$ cat config.mk
export PLATFORM = sky130hd
export DESIGN_NAME = led_pulse_stretcher
export DESIGN_NICKNAME = d
export VERILOG_FILES = /design/src/rtl/led_pulse_stretcher.sv
export SDC_FILE = /design/constraint.sdc
export NUM_CORES = 1
export LEC_CHECK = 0
export CAP_MARGIN = 5
export CORE_MARGIN = 2
export CORE_UTILIZATION = 30
export DETAILED_ROUTE_END_ITERATION = 16
export GPL_TIMING_DRIVEN = 1
export PLACE_DENSITY = 0.58
export SYNTH_ARGS = -nofsm -noshare
export SYNTH_HDL_FRONTEND = slang
export SYNTH_SLANG_ARGS = --single-unit
$ cat constraint.sdc
create_clock -name clk -period 2.3 [get_ports clk]
set_input_delay 0.46 -clock clk [delete_from_list [all_inputs] [get_ports clk]]
set_output_delay 0.46 -clock clk [all_outputs]
set_load 0.005 [all_outputs]
$ cat src/rtl/led_pulse_stretcher.sv
// Stretches single-cycle event pulses into fixed-length LED flashes separated by a guaranteed off-gap.
// Latency: an event seen in IDLE lights o_led on the very next clock edge; later events are queued.
// Backpressure: none on i_evt; events beyond MAX_PEND queued are discarded and flagged on o_drop.
//
// Ports:
//   clk    - single clock, all state on its rising edge
//   rst    - asynchronous active-low reset
//   i_evt  - clean synchronous event pulse, one event per high cycle
//   o_led  - registered LED drive, high for TICK_DIV*ON_TICKS cycles per flash
//   o_busy - high whenever a flash or its trailing gap is in progress
//   o_pend - number of queued events still waiting for a flash
//   o_drop - one-cycle pulse, the cycle after an event was discarded on a full queue
module led_pulse_stretcher #(
  parameter  int TICK_DIV  = 100,
  parameter  int ON_TICKS  = 4,
  parameter  int OFF_TICKS = 4,
  parameter  int MAX_PEND  = 7,
  localparam int PEND_W    = $clog2(MAX_PEND + 1)
) (
  input  logic              clk,
  input  logic              rst,
  input  logic              i_evt,
  output logic              o_led,
  output logic              o_busy,
  output logic [PEND_W-1:0] o_pend,
  output logic              o_drop
);

  // Phase lengths in clk cycles; the counter is sized for the longer one.
  localparam int ON_LEN  = TICK_DIV * ON_TICKS;
  localparam int GAP_LEN = TICK_DIV * OFF_TICKS;
  localparam int MAX_LEN = (ON_LEN > GAP_LEN) ? ON_LEN : GAP_LEN;
  localparam int CNT_W   = (MAX_LEN > 1) ? $clog2(MAX_LEN) : 1;

  localparam logic [CNT_W-1:0]  ON_LAST  = CNT_W'(ON_LEN - 1);
  localparam logic [CNT_W-1:0]  GAP_LAST = CNT_W'(GAP_LEN - 1);
  localparam logic [PEND_W-1:0] PEND_MAX = PEND_W'(MAX_PEND);
  localparam logic [PEND_W-1:0] PEND_ONE = PEND_W'(1);

  typedef enum logic [1:0] {
    IDLE = 2'd0,
    ON   = 2'd1,
    GAP  = 2'd2
  } state_t;

  state_t            state;
  state_t            state_nxt;
  logic [CNT_W-1:0]  cnt;
  logic [CNT_W-1:0]  cnt_nxt;
  logic [PEND_W-1:0] pend;
  logic [PEND_W-1:0] pend_nxt;
  logic              drop_nxt;
  logic              led;
  logic              drop;
  logic              gap_end;

  // Last cycle of the enforced gap: the only point where the queue is drained.
  assign gap_end = (state == GAP) && (cnt == GAP_LAST);

  always_comb begin
    state_nxt = state;
    cnt_nxt   = cnt;
    pend_nxt  = pend;
    drop_nxt  = 1'b0;

    case (state)
      IDLE: begin
        cnt_nxt = '0;
        if (i_evt) begin
          state_nxt = ON;
        end
      end

      ON: begin
        if (cnt == ON_LAST) begin
          state_nxt = GAP;
          cnt_nxt   = '0;
        end else begin
          cnt_nxt = cnt + CNT_W'(1);
        end
      end

      GAP: begin
        if (gap_end) begin
          cnt_nxt = '0;
          // An event arriving on the dequeue cycle is consumed directly by the
          // next flash, so the queue count is untouched and nothing can drop.
          if ((pend != '0) || i_evt) begin
            state_nxt = ON;
            if (!i_evt) begin
              pend_nxt = pend - PEND_ONE;
            end
          end else begin
            state_nxt = IDLE;
          end
        end else begin
          cnt_nxt = cnt + CNT_W'(1);
        end
      end

      default: begin
        state_nxt = IDLE;
        cnt_nxt   = '0;
        pend_nxt  = '0;
      end
    endcase

    // Queue events arriving while busy, except on the dequeue cycle handled above.
    if (((state == ON) || (state == GAP)) && !gap_end && i_evt) begin
      if (pend == PEND_MAX) begin
        drop_nxt = 1'b1;
      end else begin
        pend_nxt = pend + PEND_ONE;
      end
    end
  end

  always_ff @(posedge clk or negedge rst) begin
    if (!rst) begin
      state <= IDLE;
      cnt   <= '0;
      pend  <= '0;
      led   <= 1'b0;
      drop  <= 1'b0;
    end else begin
      state <= state_nxt;
      cnt   <= cnt_nxt;
      pend  <= pend_nxt;
      // LED register tracks the next state so it lights on the same edge that enters ON.
      led   <= (state_nxt == ON);
      drop  <= drop_nxt;
    end
  end

  assign o_led  = led;
  assign o_busy = (state != IDLE);
  assign o_pend = pend;
  assign o_drop = drop;

endmodule

==> flow_summary.ini <==
[final_layout]
diodes = 0
multi_input_area_sq_um = 515
final_cell_mix = dfrtp_1 (16), nor2_1 (11), ha_1 (9)
final_common_cell = dfrtp_1
areaGrowthSynthToFinish_pct = 19.7
design_area_sq_um = 1130
register_area_sq_um = 400
drive_gt1_share_pct = 13.0
n_fill_cell = 298
finish.net_count = 121

[cts]
cts_max_path_buffers = 2
cts_sinks = 16
cts_tree = built
cts_buffers = 3
cts.htree.levels = 1
cts.repair.resized = 0
post-cts-setup-buffers = 0
clockRootBuffer = clkbuf_4
clkLatencyLatePin_ns = 0.30
holdBufCountCts = 0
path_clk_slew_ns = 0.11

[synth]
synth_nets = 106
ys_seq_area_share_pct = 42.3
synth_area_sq_um = 946
async_reset_ff_share_pct = 100
synth_top_area_share_pct = 42.3
synthCells = 94
synth_edf_count = 0
synthTopCellsByArea = dfrtp_1 (42%), ha_1 (12%), xnor2_1 (5.6%), nor2_1 (4.4%), inv_1 (3.2%)
synth_warnings = 0
yosysTopAreaCell = dfrtp_1
yosys_register_bits = 16
synth_flop_cell = dfrtp_1
ys_types = 33
syn_area_per_cell_sq_um = 10.1

[sta]
finalClockSkew_ns = 0.00992
fin_crit_ns = 2.09
grt_setup_unrepaired = no
hold_slack_ns = 0.459
hold_viol_final = 0
setup_tns_ns = 0
tightest_slew_ns = 0.349
fin_crit_sh_pct = 91.1
timing.fmax_ghz = 0.477
setup_viol = 0
relSlewSlack_pct = 76.5
final_max_slew_viol_count = 0

[floorplan]
initial_core_util_pct = 31.2
rows = 20
ios = 9
die-area_sq_um = 3620
dieHeight_um = 60.2
core_area_sq_um = 3030
die_x_um = 60.2

[setup_path]
cpMaxStageDelayCell = clkdlybuf4s50_1
crit_buf_inv = 3
startpoint_type = flop
cp_data_arrival_time_ns = 1.63
slowest_delay_ns = 0.50
path_cells = inv_1 > ha_1 > inv_1 > clkdlybuf4s50_1
worstSetupEndpointType = primary output
cpMostUsedCell = inv_1
crit_required_ns = 1.84
worst-setup-path-type = flop to primary output
crit_path_max_fanout = 6
path_delay_family = buffers and inverters

[pwr]
power.share.clock_pct = 19.6
share_comb_of_total_power_pct = 42.4
power.internal_mw = 0.637
swShare_pct = 35.7
p_seq_share_pct = 38.1
switchingPower_mw = 0.354
vdd_drop_max_uv = 576
power_leakage_nw = 0.516
finalPower_mw = 0.991
cellPowerDensity_nw_per_um2 = 875

[detailed_routing]
vias = 728
drcViolationCount = 0
postRouteAntennaNets = 0
drt_pass1_iterations = 5
initialDrtViolationCount = 23
via_per_inst = 4.79
drt_wl_total_um = 1770
routedWlPerCell_um = 11.6

[global_route]
grt_max_degree = 17
grt_util_met2_pct = 18.9
busiest_layer = met2
use_met1_pct = 14.4
grt_pass1_wl_um = 3110
grt_usage_pct = 11.6
antenna_found_initial = 0
grt_pass1_vias = 687
grt_overflow_total = 0
grt.met3_usage_pct = 4.11

[placement]
numPortBuffers = 8
placed_cell_area_sq_um = 1100
dp_hpwl_um = 1330
place.gp.congestion = 0.810

[hold_path]
hold_class = flop to flop

[status]
status = completed

[run]
drv_cap = 0
==> synth_stat cells (all sizes together), types with 2 or more instances <==
library cell,n
xnor2,6
a2bb2oi,2
nand2,5
o21ai,3
a31oi,2
ha,9
nor2,11
nand3,3
a21oi,3
or3,2
nor4,2
and3,5
nor3,2
dfrtp,16
inv,8
==> worst reg2reg max path, stage by stage, from the launching register on <==
cell	delay (ns)
dfrtp_1	0.39
inv_1	0.08
ha_1	0.29
or2_2	0.34
nand3b_1	0.10
a21oi_2	0.07
and2_0	0.18
or3_1	0.36
==> power groups by stage <==
stage / clock (mW) / sequential [mW] / combinational (mW)
after floorplan: 0 / 0.379 / 0.271
after global placement: 0 / 0.381 / 0.422
after detailed placement: 0 / 0.384 / 0.422
after CTS: 0.201 / 0.379 / 0.424
after global routing: 0.215 / 0.387 / 0.479
final: 0.194 / 0.377 / 0.420
==> final timing paths <==
| kind | start | endpoint | slack, ns | cells past startpoint |
|---|---|---|---|---|
| max | state[1]$_DFF_PN0_ | o_busy | 0.21 | 4 |
| min | cnt[0]$_DFF_PN0_ | cnt[0]$_DFF_PN0_ | 0.46 | 1 |
| max reg2reg | state[0]$_DFF_PN0_ | o_pend[0]$_DFF_PN0_ | 0.39 | 7 |
| min reg2reg | cnt[0]$_DFF_PN0_ | cnt[0]$_DFF_PN0_ | 0.46 | 1 |
| max in group asynchronous | rst | cnt[7]$_DFF_PN0_ | 1.63 | 2 |
| min in group asynchronous | rst | o_led$_DFF_PN0_ | 0.48 | 2 |
==> area by class of cell <==
class | instances | share of cell area, %
Clock buffer | 4 | 3.20
Inverter | 8 | 2.65
Tap cell | 44 | 4.86
Timing Repair Buffer | 10 | 8.40
Sequential cell | 16 | 35.4
Multi-Input combinational cell | 70 | 45.5
==> per-layer routing <==
layer / wire, um / up-vias
met3: 87 / 4
met5: 0 / -
met2: 856 / 18
met1: 809 / 348
li1: - / 358
met4: 17 / 0
==> cells by family (layout without fill, tap and decap cells) <==
| group | count (synthesis) | in the layout | share of synthesized area (%) |
|---|---|---|---|
| simple gates | 39 | 39 | 24.6 |
| flops | 16 | 16 | 42.3 |
| compound gates | 14 | 14 | 10.5 |
| fa+ha+maj | 9 | 9 | 11.9 |
| buf+inv | 8 | 22 | 3.17 |
| xor+xnor | 7 | 7 | 6.48 |
| mux | 1 | 1 | 1.06 |
==> stage by stage <==
| stage | cells | setup slack, ns | util [%] |
|---|---|---|---|
| 4_1_cts | 152 | 0.211 | 37.4 |
| 5_1_grt | 152 | 0.115 | 37.4 |
| 2_1_floorplan | 94 | 0.513 | - |
| 3_5_place_dp | 148 | 0.396 | 36.2 |
| 3_3_place_gp | 148 | 0.415 | 36.2 |
| 6_report | 152 | 0.205 | 37.4 |
==> state kept, by name, indices dropped and copies added (netlist names) <==
name / flops
o_led: 1
cnt: 9
o_pend: 3
o_drop: 1
state: 2
Note: power is estimated with default switching activity, not from simulation.
